<file path="src/rtl/btb_file_pkg.sv">
// Shared constants, field offsets and types for the 2-way, 8-set branch target buffer.
// Set layout: way1 = [127:64], way2 = [63:0]; each way is {valid, tag, target, state, 2'b00}.
package btb_file_pkg;

   localparam int unsigned SETS     = 8;
   localparam int unsigned BTB_SETS = SETS;
   localparam int unsigned IDX_W    = $clog2(SETS);
   localparam int unsigned TAG_W    = 27;

   localparam int unsigned VALID_BIT = 63;
   localparam int unsigned TAG_MSB   = 62;
   localparam int unsigned TAG_LSB   = 36;
   localparam int unsigned TGT_MSB   = 35;
   localparam int unsigned TGT_LSB   = 4;
   localparam int unsigned ST_MSB    = 3;
   localparam int unsigned ST_LSB    = 2;

   typedef enum logic [1:0] {
      STRONG_NOT_TAKEN = 2'b00,
      WEAK_NOT_TAKEN   = 2'b01,
      WEAK_TAKEN       = 2'b10,
      STRONG_TAKEN     = 2'b11
   } bp_state_t;

   typedef enum logic {
      IDLE  = 1'b0,
      SWEEP = 1'b1
   } flush_state_t;

   typedef logic [IDX_W-1:0] btb_index_t;
   typedef logic [TAG_W-1:0] btb_tag_t;
   typedef logic [63:0]      btb_way_t;
   typedef logic [127:0]     btb_set_t;

endpackage

</file>
<file path="src/rtl/btb_file_if.sv">
// IF-lookup, EX-update and flush signals of the BTB storage stage.
// master = the fetch/update logic driving requests; slave = btb_file.
interface btb_file_if;

   logic         read_en;
   logic [31:0]  read_pc;
   logic         predict_valid;
   logic         predict_taken;
   logic [31:0]  predict_target;

   logic         update_en;
   logic [31:0]  update_pc;
   logic [127:0] update_set;
   logic [7:0]   lru_out;
   logic [26:0]  update_tag;
   logic [2:0]   update_index;
   logic [127:0] write_set;
   logic         next_lru_write;

   logic         flush;
   logic         flush_busy;

   modport master (
      output read_en, read_pc, update_en, update_pc, write_set, next_lru_write, flush,
      input  predict_valid, predict_taken, predict_target, update_set, lru_out,
             update_tag, update_index, flush_busy
   );

   modport slave (
      input  read_en, read_pc, update_en, update_pc, write_set, next_lru_write, flush,
      output predict_valid, predict_taken, predict_target, update_set, lru_out,
             update_tag, update_index, flush_busy
   );

endinterface

</file>
<file path="src/rtl/btb_file_lookup.sv">
// Combinational tag match over one 2-way set; way1 takes priority if both ways hit.
// hit_way: 0 = way1, 1 = way2.
module btb_lookup
   import btb_file_pkg::*;
(
   input  btb_set_t    set,
   input  btb_tag_t    tag,
   output logic        hit,
   output logic        hit_way,
   output logic [31:0] target,
   output bp_state_t   state
);

   btb_way_t way1;
   btb_way_t way2;
   logic     hit1;
   logic     hit2;
   logic     unused_low;

   assign way1       = set[127:64];
   assign way2       = set[63:0];
   assign hit1       = way1[VALID_BIT] && (way1[TAG_MSB:TAG_LSB] == tag);
   assign hit2       = way2[VALID_BIT] && (way2[TAG_MSB:TAG_LSB] == tag);
   assign unused_low = ^{way1[1:0], way2[1:0]};

   always_comb begin
      hit     = hit1 || hit2;
      hit_way = 1'b0;
      target  = '0;
      state   = STRONG_NOT_TAKEN;
      if (hit1) begin
         target = way1[TGT_MSB:TGT_LSB];
         state  = bp_state_t'(way1[ST_MSB:ST_LSB]);
      end else if (hit2) begin
         hit_way = 1'b1;
         target  = way2[TGT_MSB:TGT_LSB];
         state   = bp_state_t'(way2[ST_MSB:ST_LSB]);
      end
   end

endmodule

</file>
<file path="src/rtl/btb_file.sv">
// BTB set array + LRU vector: combinational IF prediction, EX commit at the edge,
// and an 8-cycle invalidate sweep that blocks commits and predictions while running.
module btb_file
   import btb_file_pkg::*;
(
   input  logic       clk,
   input  logic       rst_n,
   btb_file_if.slave  bus
);

   btb_set_t     sets [SETS];
   logic [SETS-1:0] lru;

   flush_state_t state;
   flush_state_t state_next;
   btb_index_t   cnt;
   btb_index_t   cnt_next;
   logic         busy;

   btb_index_t   read_index;
   btb_tag_t     read_tag;
   btb_index_t   update_index;
   logic         hit;
   logic         hit_way;
   logic [31:0]  hit_target;
   bp_state_t    hit_state;
   logic         predict_valid;
   logic         commit;
   logic         touch;
   logic         unused_bits;

   assign read_index   = bus.read_pc[4:2];
   assign read_tag     = bus.read_pc[31:5];
   assign update_index = bus.update_pc[4:2];
   assign unused_bits  = ^{bus.read_pc[1:0], bus.update_pc[1:0], hit_state[0]};

   btb_lookup u_lookup (
      .set     (sets[read_index]),
      .tag     (read_tag),
      .hit     (hit),
      .hit_way (hit_way),
      .target  (hit_target),
      .state   (hit_state)
   );

   assign predict_valid = bus.read_en && !busy && hit;
   assign commit        = bus.update_en && !busy;
   // An EX commit to the same index owns the LRU bit this cycle.
   assign touch         = predict_valid && !(commit && (update_index == read_index));

   assign bus.predict_valid  = predict_valid;
   assign bus.predict_taken  = predict_valid && hit_state[1];
   assign bus.predict_target = predict_valid ? hit_target : '0;
   assign bus.update_set     = sets[update_index];
   assign bus.lru_out        = lru;
   assign bus.update_tag     = bus.update_pc[31:5];
   assign bus.update_index   = update_index;
   assign bus.flush_busy     = busy;

   always_ff @(posedge clk or negedge rst_n) begin
      if (!rst_n) begin
         state <= IDLE;
         cnt   <= '0;
      end else begin
         state <= state_next;
         cnt   <= cnt_next;
      end
   end

   always_comb begin
      state_next = state;
      cnt_next   = cnt;
      unique case (state)
         IDLE: begin
            if (bus.flush) begin
               state_next = SWEEP;
               cnt_next   = '0;
            end
         end
         SWEEP: begin
            if (bus.flush) begin
               cnt_next = '0;
            end else if (cnt == btb_index_t'(SETS - 1)) begin
               state_next = IDLE;
               cnt_next   = '0;
            end else begin
               cnt_next = cnt + btb_index_t'(1);
            end
         end
         default: begin
            state_next = IDLE;
            cnt_next   = '0;
         end
      endcase
   end

   always_comb begin
      busy = (state == SWEEP);
   end

   always_ff @(posedge clk or negedge rst_n) begin
      if (!rst_n) begin
         for (int unsigned i = 0; i < SETS; i++) begin
            sets[i] <= '0;
         end
         lru <= '0;
      end else if (busy) begin
         sets[cnt][127]      <= 1'b0;
         sets[cnt][VALID_BIT] <= 1'b0;
         lru[cnt]            <= 1'b0;
      end else begin
         if (commit) begin
            sets[update_index] <= bus.write_set;
            lru[update_index]  <= bus.next_lru_write;
         end
         // Hit on way1 makes way2 the victim and vice versa.
         if (touch) begin
            lru[read_index] <= hit_way;
         end
      end
   end

endmodule

</file>
<file path="src/flat_wrapper.sv">
// flat-port wrapper written by rule: the top's interface ports become plain ports
module btb_file_flat import btb_file_pkg::*;
  (clk, rst_n, bus_read_en, bus_read_pc, bus_update_en, bus_update_pc, bus_write_set, bus_next_lru_write, bus_flush, bus_predict_valid, bus_predict_taken, bus_predict_target, bus_update_set, bus_lru_out, bus_update_tag, bus_update_index, bus_flush_busy);
  btb_file_if bus_i ();
  input  logic clk;
  input  logic rst_n;
  input wire logic [$bits(bus_i.read_en)-1:0] bus_read_en;
  input wire logic [$bits(bus_i.read_pc)-1:0] bus_read_pc;
  input wire logic [$bits(bus_i.update_en)-1:0] bus_update_en;
  input wire logic [$bits(bus_i.update_pc)-1:0] bus_update_pc;
  input wire logic [$bits(bus_i.write_set)-1:0] bus_write_set;
  input wire logic [$bits(bus_i.next_lru_write)-1:0] bus_next_lru_write;
  input wire logic [$bits(bus_i.flush)-1:0] bus_flush;
  output wire logic [$bits(bus_i.predict_valid)-1:0] bus_predict_valid;
  output wire logic [$bits(bus_i.predict_taken)-1:0] bus_predict_taken;
  output wire logic [$bits(bus_i.predict_target)-1:0] bus_predict_target;
  output wire logic [$bits(bus_i.update_set)-1:0] bus_update_set;
  output wire logic [$bits(bus_i.lru_out)-1:0] bus_lru_out;
  output wire logic [$bits(bus_i.update_tag)-1:0] bus_update_tag;
  output wire logic [$bits(bus_i.update_index)-1:0] bus_update_index;
  output wire logic [$bits(bus_i.flush_busy)-1:0] bus_flush_busy;
  assign bus_i.read_en = bus_read_en;
  assign bus_i.read_pc = bus_read_pc;
  assign bus_i.update_en = bus_update_en;
  assign bus_i.update_pc = bus_update_pc;
  assign bus_i.write_set = bus_write_set;
  assign bus_i.next_lru_write = bus_next_lru_write;
  assign bus_i.flush = bus_flush;
  assign bus_predict_valid = bus_i.predict_valid;
  assign bus_predict_taken = bus_i.predict_taken;
  assign bus_predict_target = bus_i.predict_target;
  assign bus_update_set = bus_i.update_set;
  assign bus_lru_out = bus_i.lru_out;
  assign bus_update_tag = bus_i.update_tag;
  assign bus_update_index = bus_i.update_index;
  assign bus_flush_busy = bus_i.flush_busy;
  btb_file u_core (.clk(clk), .rst_n(rst_n), .bus(bus_i));
endmodule
</file>
<file path="config.mk">
export PLATFORM = sky130hd
export DESIGN_NAME = btb_file_flat
export DESIGN_NICKNAME = d
export VERILOG_FILES = /design/src/rtl/btb_file_pkg.sv /design/src/rtl/btb_file_if.sv /design/src/rtl/btb_file_lookup.sv /design/src/rtl/btb_file.sv /design/src/flat_wrapper.sv
export SDC_FILE = /design/constraint.sdc
export NUM_CORES = 2
export LEC_CHECK = 0
export ABC_AREA = 1
export BUFFER_PORTS_ARGS = -buffer_cell sky130_fd_sc_hd__buf_2
export CAP_MARGIN = 10
export CORE_AREA = 2 2 313 315
export CTS_CLUSTER_SIZE = 20
export DETAILED_ROUTE_END_ITERATION = 16
export DIE_AREA = 0 0 315 317
export PLACE_DENSITY = 0.8
export SLEW_MARGIN = 20
export SYNTH_ARGS = -nofsm -noshare
export SYNTH_HDL_FRONTEND = slang
export SYNTH_SLANG_ARGS = --single-unit
</file>
<file path="constraint.sdc">
create_clock -name clk -period 4.47 [get_ports clk]
set_input_delay 0.6705 -clock clk [delete_from_list [all_inputs] [get_ports clk]]
set_output_delay 0.6705 -clock clk [all_outputs]
set_load 0.01 [all_outputs]
</file>
Yosys cells after proc, flatten, opt, wreduce, memory -nomap -nowiden
Cells that the tools add are included.
{"block": "op_classes", "n_mux": 42, "add_sub_neg": 1, "n_reduce_logical": 17, "n_lt_le_gt_ge": 11, "bitwise": 10, "eq_ne": 5}
{"operator": "1024-bit bitwise AND", "count": 2}
{"operator": "1024-bit 2-to-1 mux", "count": 2}
{"operator": "1024-bit NOT", "count": 2}
{"operator": "128-bit demux with 3-bit select", "count": 3}
{"operator": "1024-bit bitwise mux", "count": 1}
{"operator": "128-bit binary-select mux with 3-bit select", "count": 2}
{"operator": "128-bit 2-to-1 mux", "count": 6}
{"operator": "32-bit 2-to-1 mux", "count": 3}
{"operator": "64-bit 2-to-1 mux", "count": 1}
{"operator": "27-bit == test", "count": 2}
{"operator": "8-bit 2-to-1 mux", "count": 4}
{"operator": "8-bit bitwise mux", "count": 2}
{"operator": "1-bit logical AND", "count": 13}
{"operator": "4-bit >= comparator, second input constant", "count": 3}
{"operator": "3-bit by 4-bit less-than comparator with 1-bit output, second input constant", "count": 3}
{"operator": "3-bit NOT with 4-bit output", "count": 3}
{"operator": "1-bit demux with 3-bit select", "count": 3}
{"operator": "3-bit by 1-bit >= comparator with 1-bit output, second input constant", "count": 3}
{"operator": "3-bit 2-to-1 mux", "count": 3}
{"operator": "8-bit bitwise AND", "count": 1}
{"operator": "4-bit by 1-bit less-than comparator with 1-bit output, second input constant", "count": 2}
{"operator": "1-bit 2-to-1 mux", "count": 8}
{"operator": "8-bit NOT", "count": 1}
{"operator": "3-bit one-hot mux with 2 select lines", "count": 1}
{"operator": "10 further kinds", "count": 12}
{"block": "totals", "in_bits": 198, "regBits": 1036}

Logic depth before layout (Yosys ltp)
{"block": "logic_depth", "depth_word": 11, "ltp_mapped": 22}

By module
From an unflattened synthesis, not the netlist that was laid out.
{"block": "hier_totals", "cells_unflattened": 6840, "area_unflattened_um2": 52656.8}
{"mod": "btb_file", "seq_area_each_um2": 25924.9, "cells_per_inst": 6424, "n_inst": 1, "area_per_inst_um2": 50915.1}
{"mod": "btb_lookup", "seq_area_each_um2": 0.0, "cells_per_inst": 416, "n_inst": 1, "area_per_inst_um2": 1741.7}

Worst setup path after synthesis
Ideal clock, no wire load.
{"block": "synth_timing", "kind": "in2out", "from": "input bus_read_pc[2]", "to": "output bus_predict_target[12]", "path_slack_ps": 1175, "path_buffers": 4, "t_arrival_ps": 2625, "t_required_ps": 3799, "stages": 13, "path_cell_list": "buf_4 -> buf_6 -> buf_2 -> o211ai_1 -> nand2_1 -> o21ai_1 -> o21ai_0 -> nor3b_1 -> nand3_1 -> nor2_4 -> buf_1 -> nand3_1 -> a21oi_2"}
{"block": "synth_between", "elab_chain_cells": 9, "elab_cells_between_ends": 13}
{"element": "start: declaration", "line_no": "flat_wrapper.sv:8", "text": "input wire logic [$bits(bus_i.read_pc)-1:0] bus_read_pc;"}
{"element": "3-bit NOT with 4-bit output (not written as such) (*)", "line_no": "btb_file.sv:38", "text": ".set (sets[read_index]),"}
{"element": "128-bit binary-select mux with 3-bit select (*)", "line_no": "btb_file.sv:38"}
{"element": "128-bit 2-to-1 mux (not written as such) (*) (2 in a row)", "line_no": "btb_file.sv:38"}
{"element": "27-bit == test, on equally long branches", "line_no": "btb_file_lookup.sv:23, btb_file_lookup.sv:22"}
{"element": "1-bit logical AND, on equally long branches", "line_no": "btb_file_lookup.sv:23, btb_file_lookup.sv:22"}
{"element": "32-bit 2-to-1 mux or 1-bit logical OR (tied branches)", "line_no": "btb_file_lookup.sv:34, btb_file_lookup.sv:27"}
{"element": "32-bit 2-to-1 mux or 1-bit logical AND (tied branches)", "line_no": "btb_file_lookup.sv:31, btb_file.sv:46"}
{"element": "32-bit 2-to-1 mux (*)", "line_no": "btb_file.sv:53", "text": "assign bus.predict_target = predict_valid ? hit_target : '0;"}
{"element": "end: declaration", "line_no": "flat_wrapper.sv:16", "text": "output wire logic [$bits(bus_i.predict_target)-1:0] bus_predict_target;"}
Mark *: on every way between the ends. The rest lies on a longest branch, timed or not. The select of a mux whose other input is x is not followed.

Worst setup path after layout
{"block": "layout_timing", "from": "input bus_read_pc[3]", "to": "output bus_predict_target[23]"}
The elaborated chain is that of the path after synthesis.

==> impl_metrics.csv <==
group,metric,value,unit
finish,drive_gt1_frac,0.1171,
setup_path,timing.critical_path.max_delay_family,"simple AND/OR/NAND/NOR gates",
flow_run,timing.max_cap.violations,0,
yosys,synth_cell_types,47,
yosys,ys_seq_elements,1036,
pwr,peak_supply_drop,0.0003421,V
grt,gr-total-overflow,0,
yosys,synth.net_count,6867,
finish,postLayoutCellArea,59940,um^2
yosys,number_of_instances_in_the_synthesized_netlist,6667,
placement,globalplace.congestion,1.006,
setup_path,critical_path.endpoint_type,"output port",
grt,grt_pass1_wl,301000,um
placement,dpl.cell_count,7970,
finish,final_layout_fill_cell_count,8161,
die,fp-row-count,114,
clocking,cts_max_level,3,
pwr,switching_share,0.2672,
sta,maxSlewHeadroom,0.2676,
die,initial_utilization,0.5470,
finish,area_growth_syn_to_layout,13.82,%
die,die-area,99860,um^2
yosys,syn-mean-instance-area,7.899,um^2
yosys,synth_area_leader_cell,"dfrtp_1",
placement,placement.io_buffers,340,
setup_path,crit_slowest_cell,"nor2_8",
die,die_w,315,um
min_path,min-delay-path-class,"input port to async pin",
finish,design.final.nets,7012,
clocking,clock_sink_count,1036,
setup_path,critPathRequiredTime,3.80,ns
placement,place_hpwl,120700,um
clocking,cts.path.max_buffers,3,
clocking,cts_made_buffers,108,
yosys,seq_area_frac_synth,0.4923,
sta,finalSetupViolations,0,
pwr,netSwitchingPower,0.005742,W
setup_path,crit_path_buf_inv_count,7,
pwr,power_density,358.5,nW/um^2
sta,hold_viol,0,
routing,vias_per_cell,6.437,
pwr,static-leakage-power,28.03,nW
pwr,comb_power_share,0.107,
die,pin_count,399,
yosys,netlist_area_before_placement,52660,um^2
routing,drtIter0Drc,8617,
setup_path,crit_chain,"clkbuf_4 -> inv_2 -> nor2_8 -> buf_4 -> nand3_1 -> nand2_1 -> nor2_1 -> xor2_2 -> nand3_1 -> nor4_1 -> nand2_1 -> nor2_4 -> buf_4 -> buf_12 -> buf_12 -> nand4_1 -> a21oi_2 -> buf_2",
outcome,run_status,"finished clean",
routing,drt.antenna.violating_nets,0,
die,core-area,96280,um^2
setup_path,timing.critical_path.slowest_cell_delay,0.26,ns
yosys,yosys_warnings,0,
sta,tightestPinTransition,1.099,ns
setup_path,startpoint_type,"input port",
clocking,clk_transition_reported_paths,0.06,ns
sta,final.min_clock_period,4.396,ns
die,die_h,317,um
grt,total_routing_usage_reported_by_global_routing,0.3966,
sta,timing.clock.skew,0.04204,ns
routing,routed_wire_length_per_instance,24.69,um
grt,largest_net_degree_at_the_start_of_global_routing,181,
pwr,cellInternalPower,0.01575,W
grt,vias_in_the_first_global_route,49820,
clocking,clock_tree.root_cell,"clkbuf_16",
routing,total_number_of_vias,52750,
routing,drt_first_pass_iters,10,
clocking,worstSkewPairLatency,0.73,ns
yosys,synth_top_area_share,0.4923,
setup_path,critical_path_peak_fanout,19,
sta,post-route-period-util,0.9834,
routing,drt-total-wl,202400,um
routing,drt_drc_violations_left,0,
yosys,synth.area.top_cells,"dfrtp_1 49%, nand2_1 13%, o21ai_0 10%",
sta,fmaxAchievable,227.5,MHz
pwr,clockPowerShare,0.443,
setup_path,critPathArrivalTime,3.73,ns
placement,dpl-instance-area,56060,um^2
pwr,seq_power_share,0.450,
finish,instances_no_fill,8195,
clocking,tritoncts,"built",
sta,max_slew_violation_total_from_the_final_report,0,
setup_path,timing_worst_setup_path_type,"input port to output port",
grt,grt_antenna_before_repair,38,
## worst register-to-register path: cells and delay by family, from the launching register on
| family | cells | cell delay, ns |
|---|---|---|
| simple gates | 2 | 1.07 |
| flops | 1 | 0.66 |
| compound gates | 1 | 0.18 |
| buf+inv | 3 | 1.00 |
## worst paths after layout
check | startpoint | to | slack (ns) | cells after the start
max | bus_read_pc[3] | bus_predict_target[23] | 0.07 | 18
min | rst_n | u_core.sets[357]$_DFFE_PN0P_ | 0.06 | 1
max reg2reg | u_core.bus.flush_busy$_DFF_PN0_ | u_core.sets[231]$_DFFE_PN0P_ | 1.40 | 6
min reg2reg | u_core.sets[179]$_DFFE_PN0P_ | u_core.sets[179]$_DFFE_PN0P_ | 0.48 | 2
max in group asynchronous | rst_n | u_core.sets[538]$_DFFE_PN0P_ | 3.23 | 2
min in group clk | bus_write_set[76] | u_core.sets[76]$_DFFE_PN0P_ | 0.17 | 3
## synthesized netlist by cell type, drive strengths merged
master,number
a221oi,145
a21o,1
nor2,212
nand4,74
o21bai,1
or4,24
dfrtp,1036
o211ai,51
o21a,1
o21ai,1101
a22oi,120
nor4,16
clkbuf,339
o2bb2ai,34
nand3,209
buf,160
a2111oi,5
o2111ai,63
o221ai,8
clkinv,5
nor3b,5
xor2,1
o22ai,322
nand2,1896
or2,6
nand3b,33
a21oi,63
nor3,27
inv,699
a22o,4
a211oi,4
ha,2
## flip-flops by register name (all words and copies together), names as in the netlist
name                   flops
u_core.bus.lru_out         8
u_core.cnt                 3
u_core.bus.flush_busy      1
u_core.sets             1024
## through the flow
stage / setup slack [ns] / total power, W / hold slack (ns) / utilization / setup TNS, ns
after global placement: 0.1238 / 0.01199 / 0.4663 / 0.5822 / 0
after global routing: -0.003314 / 0.02203 / 0.1139 / 0.6224 / -0.003314
after detailed placement: 0.1305 / 0.01202 / 0.4730 / 0.5822 / 0
after CTS: 0.1090 / 0.02139 / 0.08697 / 0.6208 / 0
final: 0.07441 / 0.02149 / 0.05763 / 0.6225 / 0
after floorplan: 1.175 / 0.01090 / 0.3749 / - / 0
## final cells by class
cell class,count,area (um^2),share of cell area
diodes,16,40.04,0.0006680
well taps,1276,1597,0.02664
repair buffers,534,4018,0.06703
inverters,704,2654,0.04428
multi-input cells,4428,21990,0.3670
clock buffers,159,3167,0.05283
clock inverters,42,544.3,0.009080
flip-flops and latches,1036,25920,0.4325
## routing by layer
| metal | wire, um | vias to the layer above | global-route usage |
|---|---|---|---|
| li1 | - | 22760 | - |
| met1 | 71400 | 24720 | 0.5034 |
| met2 | 86100 | 4277 | 0.5856 |
| met3 | 30210 | 959 | 0.1333 |
| met4 | 14440 | 34 | 0.2479 |
| met5 | 198 | - | 0 |
## layout by cell type (no fill, tap or decap), types with 19 or more instances in the layout
master,count
clkinv_2,19
nand2_1,1879
buf_2,336
o211ai_1,48
nor3_1,20
buf_12,62
nand3b_1,33
buf_4,128
a221oi_1,145
o2111ai_1,63
clkbuf_8,23
clkbuf_16,112
nand4_1,74
inv_1,682
nor2_1,199
o2bb2ai_1,34
nand3_1,208
dfrtp_1,1036
a21oi_2,28
a22oi_1,120
o21ai_0,1088
or4_1,24
a21oi_1,34
clkbuf_1,26
o22ai_1,322
## logic make-up (layout without fill, tap and decap cells)
logic type,after synthesis,in the layout,share of synthesized area
other,0,16,0
buffers and inverters,1203,1439,0.09273
AOI/OAI and AO/OA,1923,1923,0.2197
adders and majority gates,2,2,0.0004751
xor gates and xnor gates,1,1,0.0001663
DFF,1036,1036,0.4923
and+or+nand+nor,2502,2502,0.1946
## repair_timing
item                       CTS  global route
gates resized for setup      0             8
setup endpoints to repair    0            24
hold buffers                 0             0
buffers inserted             0             6
## power by group through the flow
stage / registers (W) / clock network (W) / logic (W)
after floorplan: 0.00982 / 0 / 0.00108
after global placement: 0.00983 / 0 / 0.00216
after detailed placement: 0.00984 / 0 / 0.00218
after CTS: 0.00967 / 0.00953 / 0.00219
after global routing: 0.00969 / 0.00992 / 0.00243
final: 0.00968 / 0.00952 / 0.00229
(Power assumes the default switching activity.)
